`src/rtl/led_mode_controller.sv`:
```
// led_mode_controller
//   Owns the red LED and the user button. The raw button is synchronised,
//   debounced and edge-detected; every accepted press steps the LED through
//   OFF -> ON -> BLINK -> DIM -> OFF.
//
// Ports
//   clk     in   system clock (12 MHz board oscillator)
//   rst_n   in   asynchronous active-low reset
//   button  in   raw asynchronous button pin
//   LEDR    out  red LED drive, registered
//   mode    out  current mode: 0=OFF, 1=ON, 2=BLINK, 3=DIM
//   press   out  one-cycle pulse per accepted press
module led_mode_controller #(
  parameter int unsigned DEBOUNCE_CYCLES   = 120000,
  parameter int unsigned BLINK_HALF_CYCLES = 3000000,
  parameter int unsigned PWM_BITS          = 8,
  parameter int unsigned DIM_DUTY          = 32,
  parameter bit          BTN_ACTIVE_LOW    = 1'b1,
  parameter bit          LED_ACTIVE_LOW    = 1'b1
) (
  input  logic       clk,
  input  logic       rst_n,
  input  logic       button,
  output logic       LEDR,
  output logic [1:0] mode,
  output logic       press
);

  localparam int unsigned DB_W = $clog2(DEBOUNCE_CYCLES + 1);
  localparam int unsigned BL_W = $clog2(BLINK_HALF_CYCLES + 1);
  localparam logic [DB_W-1:0] DB_LAST = DB_W'(DEBOUNCE_CYCLES - 1);
  localparam logic [BL_W-1:0] BL_LAST = BL_W'(BLINK_HALF_CYCLES - 1);

  typedef enum logic [1:0] {
    M_OFF   = 2'd0,
    M_ON    = 2'd1,
    M_BLINK = 2'd2,
    M_DIM   = 2'd3
  } mode_t;

  logic                btn_pressed;
  logic                btn_p0;
  logic                btn_p1;
  logic                stable_p2;
  logic                stable_p3;
  logic [DB_W-1:0]     db_cnt;
  mode_t               mode_q;
  logic [BL_W-1:0]     blink_cnt;
  logic                blink_phase;
  logic [PWM_BITS-1:0] pwm_cnt;
  logic                pwm_lit;
  logic                led_on;

  // Normalise polarity so that pressed = 1 everywhere downstream.
  assign btn_pressed = button ^ BTN_ACTIVE_LOW;

  // Stage p0/p1: two-flop synchroniser, released level out of reset.
  always_ff @(posedge clk or negedge rst_n) begin
    if (!rst_n) begin
      btn_p0 <= 1'b0;
      btn_p1 <= 1'b0;
    end else begin
      btn_p0 <= btn_pressed;
      btn_p1 <= btn_p0;
    end
  end

  // Stage p2: debounce. The counter tallies consecutive disagreeing samples;
  // the level is accepted on the DEBOUNCE_CYCLES-th such sample, so any
  // agreement in between restarts the count.
  always_ff @(posedge clk or negedge rst_n) begin
    if (!rst_n) begin
      stable_p2 <= 1'b0;
      db_cnt    <= '0;
    end else if (btn_p1 == stable_p2) begin
      db_cnt <= '0;
    end else if (db_cnt == DB_LAST) begin
      stable_p2 <= btn_p1;
      db_cnt    <= '0;
    end else begin
      db_cnt <= db_cnt + 1'b1;
    end
  end

  // Stage p3: rising-edge detect on the debounced level; press is registered
  // so it appears on the edge after the level rises.
  always_ff @(posedge clk or negedge rst_n) begin
    if (!rst_n) begin
      stable_p3 <= 1'b0;
      press     <= 1'b0;
    end else begin
      stable_p3 <= stable_p2;
      press     <= stable_p2 & ~stable_p3;
    end
  end

  // Mode FSM plus the BLINK half-period timer. The timer only runs while the
  // FSM stays in BLINK; entering, leaving or being outside BLINK reloads it
  // to count 0 with the lit phase, so every BLINK entry starts lit.
  always_ff @(posedge clk or negedge rst_n) begin
    if (!rst_n) begin
      mode_q      <= M_OFF;
      blink_cnt   <= '0;
      blink_phase <= 1'b1;
    end else begin
      if (press) begin
        case (mode_q)
          M_OFF:   mode_q <= M_ON;
          M_ON:    mode_q <= M_BLINK;
          M_BLINK: mode_q <= M_DIM;
          M_DIM:   mode_q <= M_OFF;
          default: mode_q <= M_OFF;
        endcase
      end
      if ((mode_q == M_BLINK) && !press) begin
        if (blink_cnt == BL_LAST) begin
          blink_cnt   <= '0;
          blink_phase <= ~blink_phase;
        end else begin
          blink_cnt <= blink_cnt + 1'b1;
        end
      end else begin
        blink_cnt   <= '0;
        blink_phase <= 1'b1;
      end
    end
  end

  // Free-running PWM counter for DIM; wraps naturally at 2^PWM_BITS.
  always_ff @(posedge clk or negedge rst_n) begin
    if (!rst_n) begin
      pwm_cnt <= '0;
    end else begin
      pwm_cnt <= pwm_cnt + 1'b1;
    end
  end

  // Unsigned 32-bit compare: DIM_DUTY of 0 is never lit, and a duty at or
  // above the period length is always lit.
  assign pwm_lit = (32'(pwm_cnt) < DIM_DUTY);

  always_comb begin
    led_on = 1'b0;
    case (mode_q)
      M_ON:    led_on = 1'b1;
      M_BLINK: led_on = blink_phase;
      M_DIM:   led_on = pwm_lit;
      default: led_on = 1'b0;
    endcase
  end

  // Output stage: LED drive registered, one edge behind mode.
  always_ff @(posedge clk or negedge rst_n) begin
    if (!rst_n) begin
      LEDR <= LED_ACTIVE_LOW;
    end else begin
      LEDR <= led_on ^ LED_ACTIVE_LOW;
    end
  end

  assign mode = mode_q;

endmodule

```
`config.mk`:
```
export PLATFORM = sky130hd
export DESIGN_NAME = led_mode_controller
export DESIGN_NICKNAME = d
export VERILOG_FILES = /design/src/rtl/led_mode_controller.sv
export SDC_FILE = /design/constraint.sdc
export NUM_CORES = 1
export LEC_CHECK = 0
export ABC_AREA = 1
export CAP_MARGIN = 10
export CORE_ASPECT_RATIO = 0.5
export CORE_MARGIN = 8
export CORE_UTILIZATION = 55
export DETAILED_ROUTE_END_ITERATION = 8
export GPL_ROUTABILITY_DRIVEN = 1
export PLACE_DENSITY_LB_ADDON = 0.05
export SLEW_MARGIN = 20
export SYNTH_ARGS = -nofsm -noshare
export SYNTH_HDL_FRONTEND = slang
export SYNTH_SLANG_ARGS = --single-unit
```
`constraint.sdc`:
```
create_clock -name clk -period 3.8 [get_ports clk]
set_clock_uncertainty 0.2 [all_clocks]
set_input_delay 0.95 -clock clk [delete_from_list [all_inputs] [get_ports clk]]
set_output_delay 0.95 -clock clk [all_outputs]
set_load 0.02 [all_outputs]
```
### Word-level counts from Yosys, hierarchy flattened

Cells that the tools add are included.

* bitwise logic cells: 6
* multiplexer cells: 8
* add/sub/neg operators: 3
* reductions and logical operators: 4
* magnitude comparators: 1
* equality and inequality tests: 7

Operators with widths (count)
* two-way mux 22 bit: 2
* two-way mux 17 bit: 2
* adder 22 x 1 -> 22 bit, second input constant: 1
* equality test 22 bit, second input constant: 1
* adder 17 x 1 -> 17 bit, second input constant: 1
* equality test 17 bit, second input constant: 1
* adder 8 x 1 -> 8 bit, second input constant: 1
* < comparator 8 x 6 -> 1 bit, second input constant: 1
* one-hot mux 2 bit (4 select lines): 1
* NOT 1 bit: 5
* equality test 2 bit, second input constant: 2
* one-hot mux 1 bit (3 select lines): 1
* equality test 2 x 1 -> 1 bit, second input constant: 1
* logical NOT 2 bit: 1
* two-way mux 1 bit: 2
* inequality test 2 x 1 -> 1 bit, second input constant: 1
* AND reduction 2 bit: 1
* bitwise AND 1 bit: 1
* equality test 1 bit: 1
* logical AND 1 bit: 1
* logical NOT 1 bit: 1

* input port bits: 3
* flip-flop bits (word level): 56
* output and inout bits: 4
* logic and storage cells: 40

### Depth between registers and ports, before layout

Gate-level depths: netlist of the first run.

* word-level depth: 3
* depth in mapped cells: 9
* depth with buffers taken out: 8

### Worst setup path before layout of the first run

No wires, ideal clock.

* path kind: register -> output
* from: register LEDR
* to: output port LEDR
* cell stages (with the launch flop): 1
* required time: 2.650 ns
* setup slack: 2.096 ns
* data arrival time: 0.554 ns
* path buffers: 0
* path through: dfstp_2

RTL lines
* from (decl): line 24 `output logic LEDR,`
* from (signal assigned): line 157 `LEDR <= led_on ^ LED_ACTIVE_LOW;`

No word-level cell between the ends.

### Worst setup path in the final report of the first run

* from: register LEDR
* to: output port LEDR

No word-level cell between the ends.

==> impl_results.md, run 1 <==
* Rows at 19
* Synth cell types at 28
* Crit path from: LEDR
* Largest area contributor in the synthesized netlist: dfrtp_1
* Gates resized, CTS repair at 0
* Vias at 2308
* Hold Path Cell Cnt at 0
* Wire length of the first global-routing pass at 10.5 mm
* Input/output buffers at 6
* Crit path depth at 1
* Worst Path Max Fanout at 1
* EDFF count, synth at 0
* R2r worst-path depth at 7
* Peak supply drop at 189 µV
* RSZ-0062 raised after global routing: false
* Tightest Pin Transition at 0.548 ns
* Setup Buffers After CTS at 0
* FF+latch count, synth at 56
* Crit-path cells: clkdlybuf4s50_1
* Crit start category: flop
* Setup TNS at 0 ns
* NumNets Final at 391
* Gr ovfl total at 0
* Clock buffer depth at 2
* P&R area growth vs syn at 8.30%
* Slowest cell on the critical path: clkdlybuf4s50_1
* Worst R2R Start: mode[0]
* Data required time of the worst path at 2.65 ns
* Final-report max-slew violation count at 0
* Synth Cell Area at 3000 µm²
* FMAX at 387 MHz
* Syn Inst Count at 368
* CTS tree: done
* Gpl congestion at 0.884
* Number of top-level pins at 7
* Power per cell area at 295 nW/µm²
* Antenna violations before repair at 0
* Critical Path AT at 1.43 ns
* Core ar. at 5370 µm²
* Syn nets at 377
* Ant. Diodes at 0
* Root buffer cell: clkbuf_8
* Synthesized area per cell at 8.16 µm²
* Outcome: completed
* Crit end category: primary output
* Largest net degree at the start of global routing at 26
* Die area at 8220 µm²
* Die W at 120 µm
* Vias in the first global route at 2368
* Final hold viol count at 0
* Leakage at 0.00133 µW
* Die span in y at 68.2 µm
* Primary FF master, synth: dfrtp_1
* CTS sink cnt at 56
* DRC Markers at 0
* Final period utilization at 0.679
* DP HPWL at 4.38 mm
* Synth top area cells: dfrtp_1, nor2_1, nand2_1
* Buf/Inv on CP at 1
* GRT Total Usage at 0.159
* Clock latency on the worst-skew pair at 0.31 ns
* Area share of the largest cell type after synthesis at 0.450
* Routed vias/inst at 5.06
* Hold slack final at 0.160 ns
* Max-cap violations at 0
* Wirelength per Cell at 12.5 µm
* Min Tclk post-route at 2.58 ns
* Worst Setup Path Type: flop to primary output
* DR pass1 iterations at 5
* Clk pin slew, worst setup/hold paths at 0.10 ns
* Initial core utilization at 0.559
* FILL cells at 506
* Top-count cell post-synth: nor2_1
* H-tree level count at 2
* TritonCTS Buffers at 5
* FFs w/ async S/R, synth at 1.00
* CTS hold repair buffers at 0
* Final ANT Viol Nets at 0
* Layout cells sized above 1 at 0.120
* YS warnings at 0
* CP max stage delay at 0.59 ns
* Routed wire length at 5.71 mm
* Synth top cells by count: nor2_1, nand2_1, dfrtp_1
* CP top delay family: buffers and inverters
* Count of final setup violators at 0
* 1st-iter DRT viols at 112
* Register area share after synthesis at 0.468
* Hold/Removal Path Class: flop to flop
* Hold Startpoint: btn_p0
* Max transition margin at 0.634
==> flip-flops by register name, indices dropped and copies added (netlist names) <==
register     count
btn_p1           1
btn_p0           1
stable_p3        1
stable_p2        1
press            1
pwm_cnt          8
mode             2
db_cnt          17
LEDR             1
blink_cnt       22
blink_phase      1
==> cells in the final DEF, fill, tap and decap left out, types with 6 or more instances in the layout <==
| master | n |
|---|---|
| xor2_1 | 20 |
| inv_2 | 6 |
| nor2_4 | 7 |
| nand3_1 | 33 |
| dfrtp_1 | 54 |
| xnor2_1 | 6 |
| nand2_2 | 6 |
| nor3_1 | 6 |
| a21oi_1 | 7 |
| inv_1 | 41 |
| clkbuf_8 | 6 |
| ha_1 | 6 |
| nand4_1 | 10 |
| nand2_1 | 59 |
| nor2_1 | 79 |
| nor2_2 | 8 |
==> report_power, final <==
part           leakage, µW  internal (µW)  switching, µW  total (µW)
sequential        0.000754            599           2.41         602
clock            0.0000510            146            188         334
combinational     0.000525           5.74           17.4        23.2
==> layout make-up <==
type / instances / area, µm² / area share
Clock buffer: 6 / 82.6 / 0.0254
Clock inverter: 2 / 10.0 / 0.00308
Inverter: 48 / 180 / 0.0554
Multi-Input combinational cell: 263 / 1410 / 0.435
Sequential cell: 56 / 1400 / 0.432
Tap cell: 73 / 91.3 / 0.0281
Timing Repair Buffer: 8 / 70.1 / 0.0216
==> worst paths after layout <==
kind                            endpoint  slack, ns
setup / recovery                    LEDR       1.22
hold / removal                    btn_p1       0.16
setup reg to reg            blink_cnt[4]       1.99
hold reg to reg                   btn_p1       0.16
max in group asynchronous           LEDR       2.29
min in group asynchronous  blink_cnt[12]       0.41
==> through the flow <==
stage,cells,utilization,total power (µW),setup slack (ns),area (µm²)
after floorplan,368,-,620,2.10,3000
after global placement,448,0.588,637,1.56,3160
after detailed placement,448,0.588,638,1.55,3160
after CTS,456,0.605,976,1.20,3250
after global routing,456,0.605,1000,1.16,3250
final,456,0.605,959,1.22,3250
==> layer usage <==
layer  GRT usage  routed length [µm]
met5           0                   0
met1       0.191                2730
met4      0.0524                  25
met3      0.0362                 182
met2       0.285                2770
==> kinds of logic after synthesis <==
group                    count (synthesis)  share of synthesized area
XOR/XNOR                                27                     0.0813
flip-flops                              56                      0.468
AO/OA/AOI/OAI                           17                     0.0313
buffers and inverters                   49                     0.0617
adder cells (fa/ha/maj)                  6                     0.0250
AND/OR/NAND/NOR                        213                      0.333
No activity file was read; power rests on OpenSTA's default activity.
==> run 2, diff against run 1 <==
==> constraint.sdc (replaced) <==
create_clock -name clk -period 2.45 [get_ports clk]
set_clock_uncertainty 0.2 [all_clocks]
set_input_delay 0.6125 -clock clk [delete_from_list [all_inputs] [get_ports clk]]
set_output_delay 0.6125 -clock clk [all_outputs]
set_load 0.02 [all_outputs]
==> run 2 against run 1 <==
Sequential share of layout area fell by 0.54 points; die area unchanged; core utilization is 0.77 points higher; global-route usage down 0.89 points.
==> impl_results.md, run 2 (same netlist as run 1, synthesis figures left out) <==
* Crit-path cells: clkdlybuf4s50_1
* Buf/Inv on CP at 1
* Net Switching at 320 µW
* Final ANT Viol Nets at 0
* Vias at 2298
* Max reg flops at 22
* Gpl congestion at 0.912
* Clock latency on the worst-skew pair at 0.30 ns
* Clock buffer depth at 2
* Outcome: completed
* Critical Path AT at 1.42 ns
* Comb power frac at 0.022
* FF-to-FF setup slack at 0.63 ns
* GRT Total Usage at 0.150
* Gates resized, CTS repair at 0
* Number of top-level pins at 7
* Crit start category: flop
* Power per cell area at 505 nW/µm²
* Final-report max-slew violation count at 0
* Most frequent cells in the layout: nor2_1, nand2_1, dfrtp_1
* CTS tree: done
* CP max stage delay at 0.59 ns
* Tightest Pin Transition at 0.467 ns
* Leakage at 0.00134 µW
* FMAX at 449 MHz
* Most common cell after layout, fill and taps aside: nor2_1
* FILL cells at 500
* Data required time of the worst path at 1.64 ns
* Setup Buffers After CTS at 0
* Peak supply drop at 282 µV
* CTS sink cnt at 56
* Worst Setup Path Type: flop to primary output
* Hold slack final at 0.0437 ns
* RSZ-0062 raised after global routing: false
* TritonCTS Buffers at 5
* Uppermost layer routed: met4
* DR pass1 iterations at 6
* Wire length of the first global-routing pass at 10.0 mm
* M1 WL at 2.70 mm
* Root buffer cell: clkbuf_8
* Final period utilization at 0.910
* Sequential share of power at 0.561
* Routed wire length at 5.62 mm
* Setup TNS at 0 ns
* Final hold viol count at 0
* Ant. Diodes at 0
* Antenna violations before repair at 0
* 1st-iter DRT viols at 88
* Routed vias/inst at 5.06
* Die span in y at 68.2 µm
* Max transition margin at 0.689
* Rows at 19
* CP top delay family: buffers and inverters
* H-tree level count at 2
* Design area at 3290 µm²
* DP HPWL at 4.25 mm
* Die area at 8220 µm²
* Input/output buffers at 6
* Hold/Removal Path Class: input port to asynchronous set/reset pin
* Slowest cell on the critical path: clkdlybuf4s50_1
* P&R area growth vs syn at 9.67%
* Top flop regs: blink_cnt: 22 flops, db_cnt: 17 flops, pwm_cnt: 8 flops
* Placed Area at 3160 µm²
* Met2 WL post-DR at 2.69 mm
* CTS hold repair buffers at 0
* DRC Markers at 0
* Largest net degree at the start of global routing at 38
* Initial core utilization at 0.559
* Max-cap violations at 0
* Crit end category: primary output
* Min Tclk post-route at 2.23 ns
* Count of final setup violators at 0
* WL met3 at 180 µm
* Wirelength per Cell at 12.4 µm
* Gr ovfl total at 0
* NumNets Final at 390
* Core ar. at 5370 µm²
* Clk network pwr share at 0.416
* Vias in the first global route at 2314
* Layout cells sized above 1 at 0.115
* Worst Path Max Fanout at 1
* Die W at 120 µm
* Int Power at 1340 µW
* Top reg by flops: blink_cnt
* Clk pin slew, worst setup/hold paths at 0.10 ns
* Sw frac at 0.193
## run 2: cell types whose count changed in the layout (fill, tap and decap cells not counted), sizes merged
cell and delta:
bufinv +2, buf -1, clkbuf -1, clkinv -2
## run 2: area by class of cell
cell class                 count  area [µm²]  share of cell area
multi-input combinational    263        1410               0.429
timing repair buffer           7        75.1              0.0228
clock inverter                 2        60.1              0.0182
sequential                    56        1400               0.426
tap                           73        91.3              0.0277
clock buffer                   5        68.8              0.0209
inverter                      48         180              0.0547
## run 2: power groups by stage
stage / registers, µW / logic, µW / clock network (µW)
detailed placement: 951 / 39.3 / 0
global route: 934 / 44.6 / 757
CTS: 933 / 39.4 / 710
floorplan: 951 / 11.3 / 0
global placement: 951 / 37.9 / 0
finish: 933 / 36.9 / 692
## run 2: final timing paths
check	endpoint	startpoint	cells past startpoint
min in group clk	btn_p1	btn_p0	0
worst min register to register	btn_p1	btn_p0	0
worst max-delay path	LEDR	LEDR	1
max in group asynchronous	blink_phase	rst_n	2
worst min-delay path	blink_cnt[12]	rst_n	1
worst max register to register	blink_cnt[4]	mode[0]	7
## run 2: per-stage QoR
stage	worst slack, ns	power (µW)	util	instances
final	0.221	1660	0.613	454
after global routing	0.177	1740	0.613	454
after global placement	0.547	989	0.589	447
after CTS	0.207	1680	0.613	454
after floorplan	0.830	962	-	368
after detailed placement	0.545	990	0.589	447
## run 2: routing by layer
layer / vias up / track usage
met3: 4 / 0.0329
met2: 33 / 0.278
met5: - / 0
li1: 1174 / -
met1: 1087 / 0.176
met4: 0 / 0.0462
==> run 3, diff against run 2 <==
--- a/config.mk
+++ b/config.mk
@@ -12,8 +12,8 @@
 export CORE_UTILIZATION = 55
 export DETAILED_ROUTE_END_ITERATION = 8
 export GPL_ROUTABILITY_DRIVEN = 1
+export HOLD_SLACK_MARGIN = 0.05
 export PLACE_DENSITY_LB_ADDON = 0.05
-export SLEW_MARGIN = 20
 export SYNTH_ARGS = -nofsm -noshare
 export SYNTH_HDL_FRONTEND = slang
 export SYNTH_SLANG_ARGS = --single-unit
==> results of run 3 <==
Final layout, timing and power as in run 2 (identical DEF).
